## src/rtl/div_cfg_sequencer_pkg.sv

```systemverilog
// div_ctrl_pkg: shared definitions for the divider configuration sequencer.
//   state_t   - sequencer FSM states
//   DIV_W_DEF - default divide-ratio width
//   RATIO_MIN - smallest legal ratio; a requested 0 is clamped to this
package div_ctrl_pkg;

  typedef enum logic [1:0] {
    IDLE = 2'd0,
    GAP  = 2'd1,
    LOAD = 2'd2,
    ACKS = 2'd3
  } state_t;

  localparam int DIV_W_DEF = 32;
  localparam int RATIO_MIN = 1;

endpackage

```

## src/rtl/div_cfg_sequencer_rr_arbiter.sv

```systemverilog
// rr_arbiter: combinational round-robin arbiter.
//   req   in  N      request vector
//   last  in  IDX_W  index of the most recently served requester
//   grant out N      one-hot grant; search starts at last+1 and wraps,
//                    all-zero when no request is pending
module rr_arbiter #(
  parameter int N     = 2,
  parameter int IDX_W = (N > 1) ? $clog2(N) : 1
) (
  input  logic [N-1:0]     req,
  input  logic [IDX_W-1:0] last,
  output logic [N-1:0]     grant
);

  logic found;

  always_comb begin
    grant = '0;
    found = 1'b0;
    // Offset k walks priority order last+1, last+2, ... wrapping back to last.
    for (int k = 1; k <= N; k++) begin
      for (int i = 0; i < N; i++) begin
        if (!found && req[i] && (((int'(last) + k) % N) == i)) begin
          grant[i] = 1'b1;
          found    = 1'b1;
        end
      end
    end
  end

endmodule

```

## src/rtl/div_cfg_sequencer.sv

```systemverilog
// div_cfg_sequencer: shares one frequency divider between NREQ requesters.
// A round-robin winner's ratio is applied by dropping ENABLE, waiting GAP_CYC
// cycles, pulsing CONFIG with the new DIN for one cycle, then acknowledging
// and restoring ENABLE from RUN.
//   CLK, RESET_N   clock, asynchronous active-low reset
//   RUN            run request for the divided clock
//   REQ / DIV_VAL  per-requester level request and ratio ([i*DIV_W +: DIV_W])
//   ACK            one-cycle pulse to the served requester
//   BUSY           high from acceptance through the ACK cycle
//   ZERO_FIX       pulses with ACK when a requested 0 was clamped to 1
//   CUR_DIV        ratio currently programmed into the divider
//   DIV_DIN / DIV_CONFIG / DIV_ENABLE  divider pins, all registered
//
// state | meaning
// IDLE  | ENABLE follows RUN; arbitrate and accept a request
// GAP   | ENABLE held low for GAP_CYC cycles so the divider stops cleanly
// LOAD  | CONFIG high for one cycle with DIN = latched ratio
// ACKS  | ACK/ZERO_FIX pulse, CUR_DIV updated, ENABLE re-sampled from RUN
module div_cfg_sequencer
  import div_ctrl_pkg::*;
#(
  parameter int NREQ    = 2,
  parameter int DIV_W   = DIV_W_DEF,
  parameter int GAP_CYC = 2
) (
  input  logic                  CLK,
  input  logic                  RESET_N,
  input  logic                  RUN,
  input  logic [NREQ-1:0]       REQ,
  input  logic [NREQ*DIV_W-1:0] DIV_VAL,
  output logic [NREQ-1:0]       ACK,
  output logic                  BUSY,
  output logic                  ZERO_FIX,
  output logic [DIV_W-1:0]      CUR_DIV,
  output logic [DIV_W-1:0]      DIV_DIN,
  output logic                  DIV_CONFIG,
  output logic                  DIV_ENABLE
);

  localparam int IDX_W = (NREQ > 1) ? $clog2(NREQ) : 1;
  localparam int CNT_W = $clog2(GAP_CYC + 1);
  localparam logic [IDX_W-1:0] LAST_RST  = IDX_W'(NREQ - 1);
  localparam logic [DIV_W-1:0] RATIO_ONE = DIV_W'(RATIO_MIN);

  state_t            state_q, state_d;
  logic [CNT_W-1:0]  cnt_q, cnt_d;
  logic [IDX_W-1:0]  idx_q, idx_d;
  logic [IDX_W-1:0]  last_q, last_d;
  logic [DIV_W-1:0]  val_q, val_d;
  logic              zero_q, zero_d;

  logic              en_q, en_d;
  logic              cfg_q, cfg_d;
  logic [DIV_W-1:0]  din_q, din_d;
  logic [DIV_W-1:0]  cur_q, cur_d;
  logic [NREQ-1:0]   ack_q, ack_d;
  logic              busy_q, busy_d;
  logic              zf_q, zf_d;

  logic [NREQ-1:0]   grant;
  logic [IDX_W-1:0]  gidx;
  logic [DIV_W-1:0]  gval;
  logic              accept;

  rr_arbiter #(.N(NREQ), .IDX_W(IDX_W)) u_arb (
    .req   (REQ),
    .last  (last_q),
    .grant (grant)
  );

  always_comb begin
    gidx = '0;
    gval = '0;
    for (int i = 0; i < NREQ; i++) begin
      if (grant[i]) begin
        gidx = IDX_W'(i);
        gval = DIV_VAL[i*DIV_W +: DIV_W];
      end
    end
    accept = (state_q == IDLE) && (|REQ);
  end

  always_ff @(posedge CLK or negedge RESET_N) begin
    if (!RESET_N) begin
      state_q <= IDLE;
      cnt_q   <= '0;
      idx_q   <= '0;
      last_q  <= LAST_RST;
      val_q   <= RATIO_ONE;
      zero_q  <= 1'b0;
      en_q    <= 1'b0;
      cfg_q   <= 1'b0;
      din_q   <= RATIO_ONE;
      cur_q   <= RATIO_ONE;
      ack_q   <= '0;
      busy_q  <= 1'b0;
      zf_q    <= 1'b0;
    end else begin
      state_q <= state_d;
      cnt_q   <= cnt_d;
      idx_q   <= idx_d;
      last_q  <= last_d;
      val_q   <= val_d;
      zero_q  <= zero_d;
      en_q    <= en_d;
      cfg_q   <= cfg_d;
      din_q   <= din_d;
      cur_q   <= cur_d;
      ack_q   <= ack_d;
      busy_q  <= busy_d;
      zf_q    <= zf_d;
    end
  end

  always_comb begin
    state_d = state_q;
    cnt_d   = cnt_q;
    idx_d   = idx_q;
    last_d  = last_q;
    val_d   = val_q;
    zero_d  = zero_q;
    case (state_q)
      IDLE: begin
        if (accept) begin
          state_d = GAP;
          cnt_d   = CNT_W'(GAP_CYC);
          idx_d   = gidx;
          // The divider cannot divide by 0; clamp and flag it.
          if (gval == '0) begin
            val_d  = RATIO_ONE;
            zero_d = 1'b1;
          end else begin
            val_d  = gval;
            zero_d = 1'b0;
          end
        end
      end
      GAP: begin
        if (cnt_q == CNT_W'(1)) begin
          state_d = LOAD;
        end else begin
          cnt_d = cnt_q - CNT_W'(1);
        end
      end
      LOAD: state_d = ACKS;
      ACKS: begin
        state_d = IDLE;
        last_d  = idx_q;
      end
      default: state_d = IDLE;
    endcase
  end

  // Outputs are registered from the next state, so each pin is valid in the
  // same cycle the FSM occupies the corresponding state.
  always_comb begin
    en_d   = 1'b0;
    cfg_d  = (state_d == LOAD);
    din_d  = (state_d == LOAD) ? val_q : din_q;
    cur_d  = (state_d == ACKS) ? val_q : cur_q;
    zf_d   = (state_d == ACKS) && zero_q;
    busy_d = busy_q;
    ack_d  = '0;
    for (int i = 0; i < NREQ; i++) begin
      ack_d[i] = (state_d == ACKS) && (idx_q == IDX_W'(i));
    end
    case (state_q)
      IDLE: begin
        en_d = accept ? 1'b0 : RUN;
        if (accept) busy_d = 1'b1;
      end
      ACKS: begin
        en_d   = RUN;
        busy_d = 1'b0;
      end
      default: en_d = 1'b0;
    endcase
  end

  assign ACK        = ack_q;
  assign BUSY       = busy_q;
  assign ZERO_FIX   = zf_q;
  assign CUR_DIV    = cur_q;
  assign DIV_DIN    = din_q;
  assign DIV_CONFIG = cfg_q;
  assign DIV_ENABLE = en_q;

endmodule

```

## config.mk

```make
export PLATFORM = sky130hd
export DESIGN_NAME = div_cfg_sequencer
export DESIGN_NICKNAME = d
export VERILOG_FILES = /design/src/rtl/div_cfg_sequencer_pkg.sv /design/src/rtl/div_cfg_sequencer_rr_arbiter.sv /design/src/rtl/div_cfg_sequencer.sv
export SDC_FILE = /design/constraint.sdc
export NUM_CORES = 1
export LEC_CHECK = 0
export ABC_AREA = 1
export BUFFER_PORTS_ARGS = -buffer_cell sky130_fd_sc_hd__buf_4
export CORE_MARGIN = 4
export CORE_UTILIZATION = 45
export CTS_BUF_LIST = sky130_fd_sc_hd__clkbuf_8 sky130_fd_sc_hd__clkbuf_16
export CTS_CLUSTER_DIAMETER = 100
export CTS_CLUSTER_SIZE = 12
export DETAILED_ROUTE_END_ITERATION = 7
export PLACE_DENSITY = 0.73
export SYNTH_ARGS = -nofsm -noshare
export SYNTH_HDL_FRONTEND = slang
export SYNTH_HIERARCHICAL = 1
export SYNTH_SLANG_ARGS = --single-unit
```

## constraint.sdc

```tcl
create_clock -name CLK -period 4.4 [get_ports CLK]
set_input_delay 0.22 -clock CLK [delete_from_list [all_inputs] [get_ports CLK]]
set_output_delay 0.22 -clock CLK [all_outputs]
set_load 0.02 [all_outputs]
```

==> results of run 1 <==
## final cells by class
cell class                 count  area (um^2)  area share (%)
inverter                      71          267            4.24
timing repair buffer         143         1080            17.1
sequential                   109         2730            43.5
multi-input combinational    385         1850            29.5
clock inverter                 6         46.3           0.736
tap                          140          175            2.79
clock buffer                  10          138            2.19
## power by group through the flow
| stage | sequential, mW | combinational, mW | clock, mW |
|---|---|---|---|
| 3_3_place_gp | 1.71 | 1.92 | 0 |
| 4_1_cts | 1.72 | 1.97 | 0.584 |
| 2_1_floorplan | 2.02 | 0.918 | 0 |
| 5_1_grt | 1.77 | 2.14 | 0.628 |
| 6_report | 1.71 | 1.93 | 0.573 |
| 3_5_place_dp | 1.73 | 1.96 | 0 |
## cell families (layout without fill, tap and decap cells)
group,Yosys count,count (layout),share of synthesized area [%]
AND/OR/NAND/NOR,270,270,21.4
AO/OA/AOI/OAI,109,109,13.7
buffers and inverters,100,230,9.30
adder cells (fa/ha/maj),5,5,1.24
multiplexers,1,1,0.223
flip-flops,109,109,54.2
## how the worst min path moves through the flow
stage,start,to
after floorplan,RESET_N,ACK[0]
after global placement,RESET_N,DIV_ENABLE
after detailed placement,RESET_N,DIV_ENABLE
after CTS,RUN,DIV_ENABLE
after global routing,RUN,DIV_ENABLE
final,RUN,DIV_ENABLE
## tightest hold or removal path, stage by stage
cell and delay [ps]:
buf_4 110, nand2_1 50, nor2_1 30
## through the flow
step	power [mW]	worst slack [ps]
global route	4.54	1780
CTS	4.27	1980
detailed placement	3.69	2010
floorplan	2.94	2730
global placement	3.63	2050
finish	4.22	2020
## layer usage
metal  up-vias  GRT usage, %
met5         -             0
li1       2076             -
met2       127          30.2
met3        23          4.40
met4         0          6.65
met1      1919          26.3
## layout by cell type, fill, tap and decap left out
master / instances
clkinv_2: 1
inv_6: 1
nand2_1: 197
nor3b_4: 1
dlygate4sd3_1: 1
a21oi_1: 1
o21ai_0: 66
o21ai_1: 3
o21ai_2: 28
nand2_2: 3
mux2_2: 1
dfstp_2: 4
o31ai_1: 1
nor3_1: 1
nor2_1: 56
nor2_2: 2
dfrtp_1: 105
buf_4: 142
or2_2: 1
inv_1: 53
clkinv_4: 2
and2_1: 2
nand3_1: 3
a21boi_4: 1
clkbuf_8: 10
and2_0: 1
o22ai_2: 1
clkinv_1: 1
nor3_2: 1
a21oi_2: 2
clkinvlp_4: 2
o21a_1: 6
ha_1: 5
or2_1: 1
inv_2: 17
nand2_8: 1
## state kept, by name, indices dropped and copies added, names as in the netlist
signal	cells
ACK	2
BUSY	1
CUR_DIV	32
DIV_CONFIG	1
DIV_DIN	32
DIV_ENABLE	1
ZERO_FIX	1
cnt_q	2
idx_q	1
last_q	1
state_q	2
val_q	32
zero_q	1
## repair_timing
| action | in CTS | in global routing |
|---|---|---|
| hold endpoints to repair | 61 | 0 |
| hold buffers | 1 | 0 |
| setup endpoints to repair | 0 | 0 |
==> summary.md, run 1 <==
| Metric | Value |
|---|---|
| Max transition margin | 39.6% |
| TritonCTS clock tree | yes |
| Commonest cells in the synthesized netlist | nand2_1, dfrtp_1, o21ai_0 |
| Fin area | 6290 um^2 |
| Pin slew with the least headroom to its limit | 905 ps |
| Kind of cell with the highest combined delay on the critical path | buffers and inverters |
| Total of fill cells in the finished design | 996 |
| Destination of the worst register-to-register timing path | CUR_DIV[28] |
| Met3 Routed Length | 683 um |
| Category of the worst setup path capture point | flop |
| CTS H-tree depth | 3 |
| Post-detailed-route wirelength per cell | 14.0 um |
| Number of standard-cell rows in the floorplan | 38 |
| Largest stage delay on the critical path | 660 ps |
| Hold-critical path depth | 3 |
| Buffer count from post-CTS setup fixing | 0 |
| Final setup skew | 15.8 ps |
| Number of synthesis warnings | 6 |
| Total setup violations reported at the end of the flow | 0 |
| Data required, critical path | 4640 ps |
| Fraction of power consumed by sequential logic | 40.6% |
| Mean instance size in the synthesized netlist | 8.50 um^2 |
| Critical Path Source | state_q[0] |
| CP Depth | 6 |
| Start of the worst register-to-register path | state_q[0] |
| Number of hold-slack violations in the final timing report | 0 |
| Cell chain of the critical path | inv_1 -> ha_1 -> clkinv_1 -> buf_4 -> nand2_1 -> o21ai_0 |
| Dominant cell type by area after synthesis | dfrtp_1 |
| Util after Layout | 57.7% |
| Synthesized Nets | 668 |
| Part of the power in the clock network | 13.6% |
| Global placer's final weighted congestion | 0.860 |
| RSZ-0062 raised after global routing | false |
| Routed via count | 4145 |
| Vias in the first global route | 4068 |
| Die W | 114 um |
| Layout cells sized above 1 | 30.5% |
| Maximum root-to-sink buffer count | 2 |
| Port buffer count | 138 |
| Via/cell ratio | 4.80 |
| Clock slew seen by the registers of the worst setup and hold paths | 110 ps |
| Share of power burned in combinational logic | 45.8% |
| Share of the synthesized area in the top cell type | 52.1% |
| Number of sinks handled by clock tree synthesis | 109 |
| Critical path data arrival time | 2630 ps |
| # placed instances | 847 |
| Total wirelength of the detailed-routed design | 12.1 mm |
| Wire length on met2 | 5.77 mm |
| Number of pins exceeding their max-slew limit in the final report | 0 |
| Uppermost routed layer | met4 |
| Cell area after synthesis | 5050 um^2 |
| Most common cell in the synthesized netlist | nand2_1 |
| Worst Path Buf+Inv | 3 |
| CP max FO | 33 |
| Later-pin clock latency in the skew report | 380 ps |
| Global Route Usage Sum | 19.2% |
| Number of antenna repair diodes | 0 |
| CP max stage cell | clkinv_1 |
| Setup TNS | 0 ps |
| Placeable core area | 10900 um^2 |
| Startpoint-to-endpoint class of the critical path | flop to flop |
| Most used DFF post-synth | dfrtp_1 |
| Achievable Freq | 0.419 GHz |
| Post-synthesis cell type count | 33 |
| PostCTS Resize Cnt | 0 |
| Min Hold Slack | 53.4 ps |
| Sw Pwr | 1.80 mW |
| Met1 wire length | 5.38 mm |
| Global-route wire length before repair | 19.8 mm |
| Number of synthesized flops with an enable pin | 0 |
| Antenna violation net count after detailed routing | 0 |
| HPWL after detailed placement | 9.12 mm |
| Starting density of the core | 46.3% |
| Power per Cell Area | 671 nW/um^2 |
| Largest net degree at the start of global routing | 68 |
| Int Pwr | 2.42 mW |
| Top area cells in the synthesized netlist | dfrtp_1, nand2_1, o21ai_0 |
| Number of detailed-route iterations in the first pass | 5 |
| Total I/O pin count | 139 |
| Status | completed |
| Seq/Total Area, Yosys | 54.2% |
| Total gr overflow | 0 |
| Cell at the root of the clock tree | clkbuf_8 |
| Proportion of total power due to net switching | 42.6% |
| Max-Cap Viols | 0 |
| Portion of the clock cycle consumed by the worst path in the final layout | 54.2% |
| Kind of start point of the critical path | flop |
| Worst-case register-to-register setup slack | 2020 ps |
| Post-layout nets | 793 |
| Area growth syn-to-layout | 24.6% |
| Post-placement cell area | 6090 um^2 |
| Vertical extent of the die | 114 um |
| Peak supply drop | 364 uV |
| Share of async-settable or async-resettable flops after synthesis | 100% |
| Die Outline Area | 13000 um^2 |
| Worst min path class | input pin to flop |
| Number of flip-flops and latches in the synthesized netlist | 109 |
| TritonCTS Buffers | 9 |
| Number of standard cells in the final layout excluding fillers | 864 |
| Number of cells produced by synthesis | 594 |
| Static Leakage | 3.34 nW |
| Final Critical Period | 2380 ps |
| DRC | 0 |
| End of the critical path | CUR_DIV[28] |
| Initial antenna violation count | 0 |
| Detailed Route Iter0 Violations | 266 |
| Number of cells on the worst reg-to-reg path | 6 |
(Power assumes the default switching activity.)
==> run 2, diff against run 1 <==
Settings changed: PLACE_DENSITY 0.73 to 0.76.
Clock period 4.4 ns to 2.1 ns, I/O delays scaled along.
==> run 2 against run 1 <==
Sequential share of layout area down 0.80 points. First-iteration DRC count down 9.4%. Combinational power up 120%. Hold slack better by 78 ps. Largest power group unchanged. Sequential power up 110%. Critical path depth up 5. Final cell count up 0.69%. Non-clock buffer count up 7. Fmax up 21%. Sequential cell count unchanged. Highest routed layer unchanged. Largest cell class unchanged. Die area unchanged.
==> summary.md, run 2 (synthesis gave the netlist of run 1 again) <==
| Metric | Value |
|---|---|
| Global placer's final weighted congestion | 0.904 (+5.1%) |
| Cell at the root of the clock tree | clkbuf_8 |
| Antenna violation net count after detailed routing | 0 (unchanged) |
| TritonCTS clock tree | yes |
| Total gr overflow | 0 (unchanged) |
| Global Route Usage Sum | 18.8% (-0.43 points) |
| Largest net degree at the start of global routing | 68 (unchanged) |
| Static Leakage | 3.40 nW (+1.9%) |
| Area growth syn-to-layout | 26.9% |
| Share of power burned in combinational logic | 46.5% (+0.7 points) |
| Area taken by flip-flops and latches | 2730 um^2 (unchanged) |
| Detailed Route Iter0 Violations | 241 (-9.4%) |
| Vertical extent of the die | 114 um (unchanged) |
| Worst setup slack after layout | 136 ps (-1880 ps) |
| HPWL after detailed placement | 9.26 mm (+1.6%) |
| Max-Cap Viols | 0 (unchanged) |
| Starting density of the core | 46.3% (unchanged) |
| Number of detailed-route iterations in the first pass | 4 (-1) |
| Post-detailed-route wirelength per cell | 13.9 um (-0.74%) |
| Portion of the clock cycle consumed by the worst path in the final layout | 93.5% (+39 points) |
| Power per Cell Area | 1410 nW/um^2 (+110%) |
| Number of pins exceeding their max-slew limit in the final report | 0 (unchanged) |
| Via/cell ratio | 4.72 (-1.7%) |
| CP max FO | 27 (-18%) |
| Clock slew seen by the registers of the worst setup and hold paths | 100 ps (about the same) |
| Most frequent cells in the layout | nand2_1, buf_4, dfrtp_1, o21ai_0, nor2_1 |
| Sw Pwr | 3.79 mW (+110%) |
| Peak supply drop | 665 uV (+83%) |
| Critical path data arrival time | 2210 ps (-420 ps) |
| Number of sinks handled by clock tree synthesis | 109 (unchanged) |
| Port buffer count | 138 (unchanged) |
| TritonCTS Buffers | 9 (unchanged) |
| Routed via count | 4104 (-0.99%) |
| Area of the multi-input gates | 1870 um^2 (+0.74%) |
| Die Outline Area | 13000 um^2 (unchanged) |
| Int Pwr | 5.21 mW (+120%) |
| Later-pin clock latency in the skew report | 350 ps (-30 ps) |
| Wire length on met2 | 6.14 mm (+6.3%) |
| Initial antenna violation count | 0 (unchanged) |
| Total of fill cells in the finished design | 962 (-3.4%) |
| Util after Layout | 58.8% (+1.1 points) |
| Category of the worst setup path capture point | flop |
| CTS H-tree depth | 3 (unchanged) |
| Total wirelength of the detailed-routed design | 12.1 mm (about the same) |
| Part of the power in the clock network | 13.4% (-0.2 points) |
| Pin slew with the least headroom to its limit | 586 ps (-319 ps) |
| Final setup skew | 7.15 ps (-8.66 ps) |
| Post-placement cell area | 6180 um^2 (+1.4%) |
| Final Critical Period | 1960 ps (-421 ps) |
| Number of antenna repair diodes | 0 (unchanged) |
| Post-layout nets | 800 (+0.88%) |
| Total setup violations reported at the end of the flow | 0 (unchanged) |
| Uppermost routed layer | met4 |
| Global-route wire length before repair | 19.5 mm (-1.4%) |
| Achievable Freq | 0.509 GHz (+21%) |
| Min Hold Slack | 132 ps (+78.2 ps) |
| Number of hold-slack violations in the final timing report | 0 (unchanged) |
| Fin area | 6400 um^2 (+1.9%) |
| Number of standard cells in the final layout excluding fillers | 870 (+0.69%) |
| Layout cells sized above 1 | 31.1% (+0.57 points) |
| Proportion of total power due to net switching | 42.1% (-0.48 points) |
| Startpoint-to-endpoint class of the critical path | flop to flop |
| DRC | 0 (unchanged) |
| Max transition margin | 61.0% (+21 points) |
| Worst min path class | input pin to flop |
| # placed instances | 852 (+0.59%) |
| Fraction of power consumed by sequential logic | 40.1% (-0.5 points) |
| Placeable core area | 10900 um^2 (unchanged) |
| Vias in the first global route | 4064 (-0.098%) |
| Die W | 114 um (unchanged) |
| Total I/O pin count | 139 (unchanged) |
| Placement-stage worst setup slack | 96.2 ps (-1910 ps) |
| Kind of start point of the critical path | flop |
| Number of standard-cell rows in the floorplan | 38 (unchanged) |
| Status | completed |
| Data required, critical path | 2350 ps (-2290 ps) |
| Most common cell after layout, fill and taps aside | nand2_1 |
| Maximum root-to-sink buffer count | 2 (unchanged) |
| Met3 Routed Length | 496 um (-27%) |
| Met1 wire length | 5.27 mm (-2.0%) |
==> run 2: cell types whose count changed in the layout (fill, tap and decap cells not counted), sizes merged <==
cell         change
clkinvlp         -1
bufinv           +1
buf              +6
dlygate4sd3      +1
clkbuf           -1
==> run 2: repair_timing <==
| action | CTS | global route |
|---|---|---|
| setup buffers | 0 | 1 |
| hold buffers | 2 | 0 |
| hold endpoints to repair | 44 | 0 |
| endpoints found under the setup margin | 0 | 53 |
| gates resized for setup | 0 | 6 |
==> run 2: stage by stage <==
step | total power [mW] | setup TNS, ps
final | 9.00 | 0
after floorplan | 6.16 | 0
after global placement | 7.68 | 0
after CTS | 9.07 | 0
after global routing | 9.64 | -195
after detailed placement | 7.85 | 0
==> run 2: power by group through the flow <==
stage               Sequential, mW  Clock, mW  Combinational (mW)
CTS                           3.61       1.24                4.22
detailed placement            3.65          0                4.20
global route                  3.71       1.30                4.63
global placement              3.60          0                4.07
finish                        3.61       1.21                4.19
floorplan                     4.24          0                1.92
==> run 2: final timing paths <==
| kind | slack (ps) | endpoint | cells past startpoint | from |
|---|---|---|---|---|
| max in group asynchronous | 1060 | val_q[0] | 3 | RESET_N |
| worst max-delay path | 140 | DIV_DIN[5] | 11 | state_q[1] |
| min in group asynchronous | 270 | ACK[1] | 2 | RESET_N |
| worst min-delay path | 130 | val_q[18] | 5 | DIV_VAL[50] |
| worst min register to register | 480 | CUR_DIV[0] | 2 | CUR_DIV[0] |
| worst max register to register | 140 | DIV_DIN[5] | 11 | state_q[1] |
==> run 2: worst max-delay path: stages, from the launching register on <==
cell and delay (ps):
dfrtp_1 410, inv_2 90, ha_1 220, inv_2 60, or2_1 130, nand2_1 60, nand2_1 70, nor3b_4 310
nand2_8 150, buf_12 200, nand2_1 90, o21ai_2 50
==> run 2: area by class of cell <==
class | instances | area share [%]
inverters | 71 | 4.20
clock inverters | 6 | 0.879
repair buffers | 150 | 18.4
clock buffers | 9 | 1.93
flip-flops and latches | 109 | 42.7
multi-input cells | 385 | 29.1
well taps | 140 | 2.74
==> run 2: per-layer routing <==
metal	vias to the layer above	track usage [%]
li1	2083	-
met1	1904	24.2
met2	101	32.4
met3	16	2.81
met4	0	6.25
met5	-	0
==> run 3, diff against run 2 <==
Settings changed: CELL_PAD_IN_SITES_DETAIL_PLACEMENT set to 0, CELL_PAD_IN_SITES_GLOBAL_PLACEMENT set to 1, CORE_UTILIZATION 45 to 35, PLACE_DENSITY 0.76 to 0.8.
==> run 3 against run 2 <==
Sequential power about the same. Register-to-register slack is essentially flat. Critical path depth did not move. Via count up 2.0%. Hold slack gained 1.3 ps. Sequential share of layout area is 1.6 points lower. Clock power grew 41%. Clock skew about the same.
==> summary.md, run 3 (synthesis gave the netlist of run 1 again) <==
| Metric | Value |
|---|---|
| Most common cell after layout, fill and taps aside | nand2_1 |
| Vias in the first global route | 4185 (+3.0%) |
| Starting density of the core | 36.1% (-10 points) |
| Post-layout nets | 807 (+0.88%) |
| CP max FO | 20 (-26%) |
| Number of antenna repair diodes | 0 (unchanged) |
| Total wirelength of the detailed-routed design | 13.2 mm (+9.0%) |
| Global-route layer with the greatest usage | met2 |
| Achievable Freq | 0.506 GHz (-0.64%) |
| Max-Cap Viols | 0 (unchanged) |
| Total I/O pin count | 139 (unchanged) |
| Vertical extent of the die | 128 um (+12%) |
| Layout cells sized above 1 | 31.6% (+0.48 points) |
| Data required, critical path | 2340 ps (about the same) |
| Via/cell ratio | 4.56 (-3.3%) |
| Later-pin clock latency in the skew report | 340 ps (about the same) |
| Placeable core area | 14000 um^2 (+28%) |
| Largest stage delay on the critical path | 380 ps (-30 ps) |
| Number of detailed-route iterations in the first pass | 6 (+2) |
| Util after Layout | 47.5% (-11 points) |
| Power per Cell Area | 1450 nW/um^2 (+3.2%) |
| Met2 track demand over resource in global routing | 27.2% (-5.2 points) |
| Pin slew with the least headroom to its limit | 578 ps (-7.09 ps) |
| Portion of the clock cycle consumed by the worst path in the final layout | 94.1% (+0.61 points) |
| Cell chain of the critical path | inv_1 -> ha_1 -> inv_2 -> or2_1 -> nand2_1 -> nand2_1 -> nor3b_4 -> nand2_8 -> buf_12 -> nand2_1 -> o21ai_2 |
| Number of hold-slack violations in the final timing report | 0 (unchanged) |
| Routed via count | 4187 (+2.0%) |
| Fin area | 6650 um^2 (+3.8%) |
| Clock slew seen by the registers of the worst setup and hold paths | 70 ps (-30 ps) |
| Category of the worst setup path capture point | flop |
| DRC | 0 (unchanged) |
| Cell at the root of the clock tree | clkbuf_16 |
| TritonCTS Buffers | 9 (unchanged) |
| Initial antenna violation count | 0 (unchanged) |
| M1 GR Usage | 20.8% (-3.4 points) |
| CP max stage cell | dfrtp_1 |
| Critical path data arrival time | 2210 ps (about the same) |
| Most Frequent Cell on Critical Path | nand2_1 |
| CTS H-tree depth | 3 (unchanged) |
| Kind of start point of the critical path | flop |
| Post-detailed-route wirelength per cell | 14.4 um (+3.3%) |
| Number of pins exceeding their max-slew limit in the final report | 0 (unchanged) |
| Worst min path class | input pin to asynchronous set/reset pin |
| Largest net degree at the start of global routing | 68 (unchanged) |
| Number of sinks handled by clock tree synthesis | 109 (unchanged) |
| Max transition margin | 61.4% (+0.47 points) |
| Antenna violation net count after detailed routing | 0 (unchanged) |
| Port buffer count | 138 (unchanged) |
| Global-route wire length before repair | 21.0 mm (+7.8%) |
| Number of cells on the worst reg-to-reg path | 11 (unchanged) |
| Startpoint-to-endpoint class of the critical path | flop to flop |
| Final Critical Period | 1980 ps (+12.7 ps) |
| Post-placement cell area | 6270 um^2 (+1.5%) |
| Met3 Resource Use GR | 2.54% (-0.27 points) |
| Total chip power | 9.65 mW (+7.2%) |
| Die Outline Area | 16400 um^2 (+26%) |
| TritonCTS clock tree | yes |
| Detailed Route Iter0 Violations | 250 (+3.7%) |
| Number of standard-cell rows in the floorplan | 43 (+13%) |
| Status | completed |
| Total setup violations reported at the end of the flow | 0 (unchanged) |
| Die W | 128 um (+12%) |
| Area growth syn-to-layout | 31.7% |
| Min Hold Slack | 133 ps (+1.34 ps) |
| Static Leakage | 3.50 nW (+3.0%) |
| Total gr overflow | 0 (unchanged) |
| Peak supply drop | 565 uV (-15%) |
| HPWL after detailed placement | 9.87 mm (+6.5%) |
| Maximum root-to-sink buffer count | 2 (unchanged) |
| Most frequent cells in the layout | nand2_1, buf_4, dfrtp_1, o21ai_0, nor2_1 |
| Global placer's final weighted congestion | 0.805 (-11%) |
| Final setup skew | 7.07 ps (-0.0819 ps) |
| Global Route Usage Sum | 16.1% (-2.7 points) |
run 3: cell types whose count changed in the layout (fill, tap and decap cells not counted):
cell	change
buf_12	+2
buf_4	+4
clkbuf_16	+9
clkbuf_8	-8
clkinv_2	-1
inv_1	+2
inv_2	-1
inv_4	-1
inv_8	+1
nand2_4	+1
nor3_2	+1
nor3_4	-1
run 3: final timing paths:
kind / from / endpoint / slack [ps]
min in group CLK: DIV_VAL[42] / val_q[10] / 150
hold reg to reg: zero_q / ZERO_FIX / 470
setup / recovery: state_q[1] / DIV_DIN[15] / 120
max in group asynchronous: RESET_N / DIV_DIN[6] / 1200
hold / removal: RESET_N / ACK[1] / 130
setup reg to reg: state_q[1] / DIV_DIN[15] / 120
run 3: worst max-delay path, delay by kind of cell, from the launching register on:
kind	cells	cell delay, ps
AO/OA/AOI/OAI	1	50
flip-flops	1	380
adder cells (fa/ha/maj)	1	250
AND/OR/NAND/NOR	6	790
buffers and inverters	3	370
run 3: per-layer routing:
metal / part of all wire (%) / vias up
met5: 0 / -
met4: 1.6 / 0
met3: 4.0 / 16
met2: 50 / 82
met1: 45 / 1981
li1: - / 2108
run 3: stage by stage:
step	setup slack, ps	cells	setup TNS (ps)
after floorplan	432	594	0
after global placement	211	894	0
after detailed placement	95.3	894	0
after CTS	73.1	912	0
after global routing	-18.9	918	-103
final	123	918	0
run 3: power by group:
part | internal (mW) | switching (mW) | total (mW)
logic | 1.73 | 2.61 | 4.34
registers | 3.03 | 0.574 | 3.60
clock network | 0.958 | 0.751 | 1.71
total | 5.72 | 3.93 | 9.65
run 3: final cells by class:
type / instances / area [um^2]
flip-flops and latches: 109 / 2730
clock buffers: 10 / 239
inverters: 71 / 267
well taps: 180 / 225
repair buffers: 156 / 1250
clock inverters: 6 / 62.6
multi-input cells: 386 / 1870
fillers: 1422 / 7340
run 3: timing repair:
item,in CTS,in global routing
hold buffers,2,0
buffers inserted,0,5
endpoints found under the hold margin,66,0
resized for setup,0,1
setup endpoints to repair,0,21
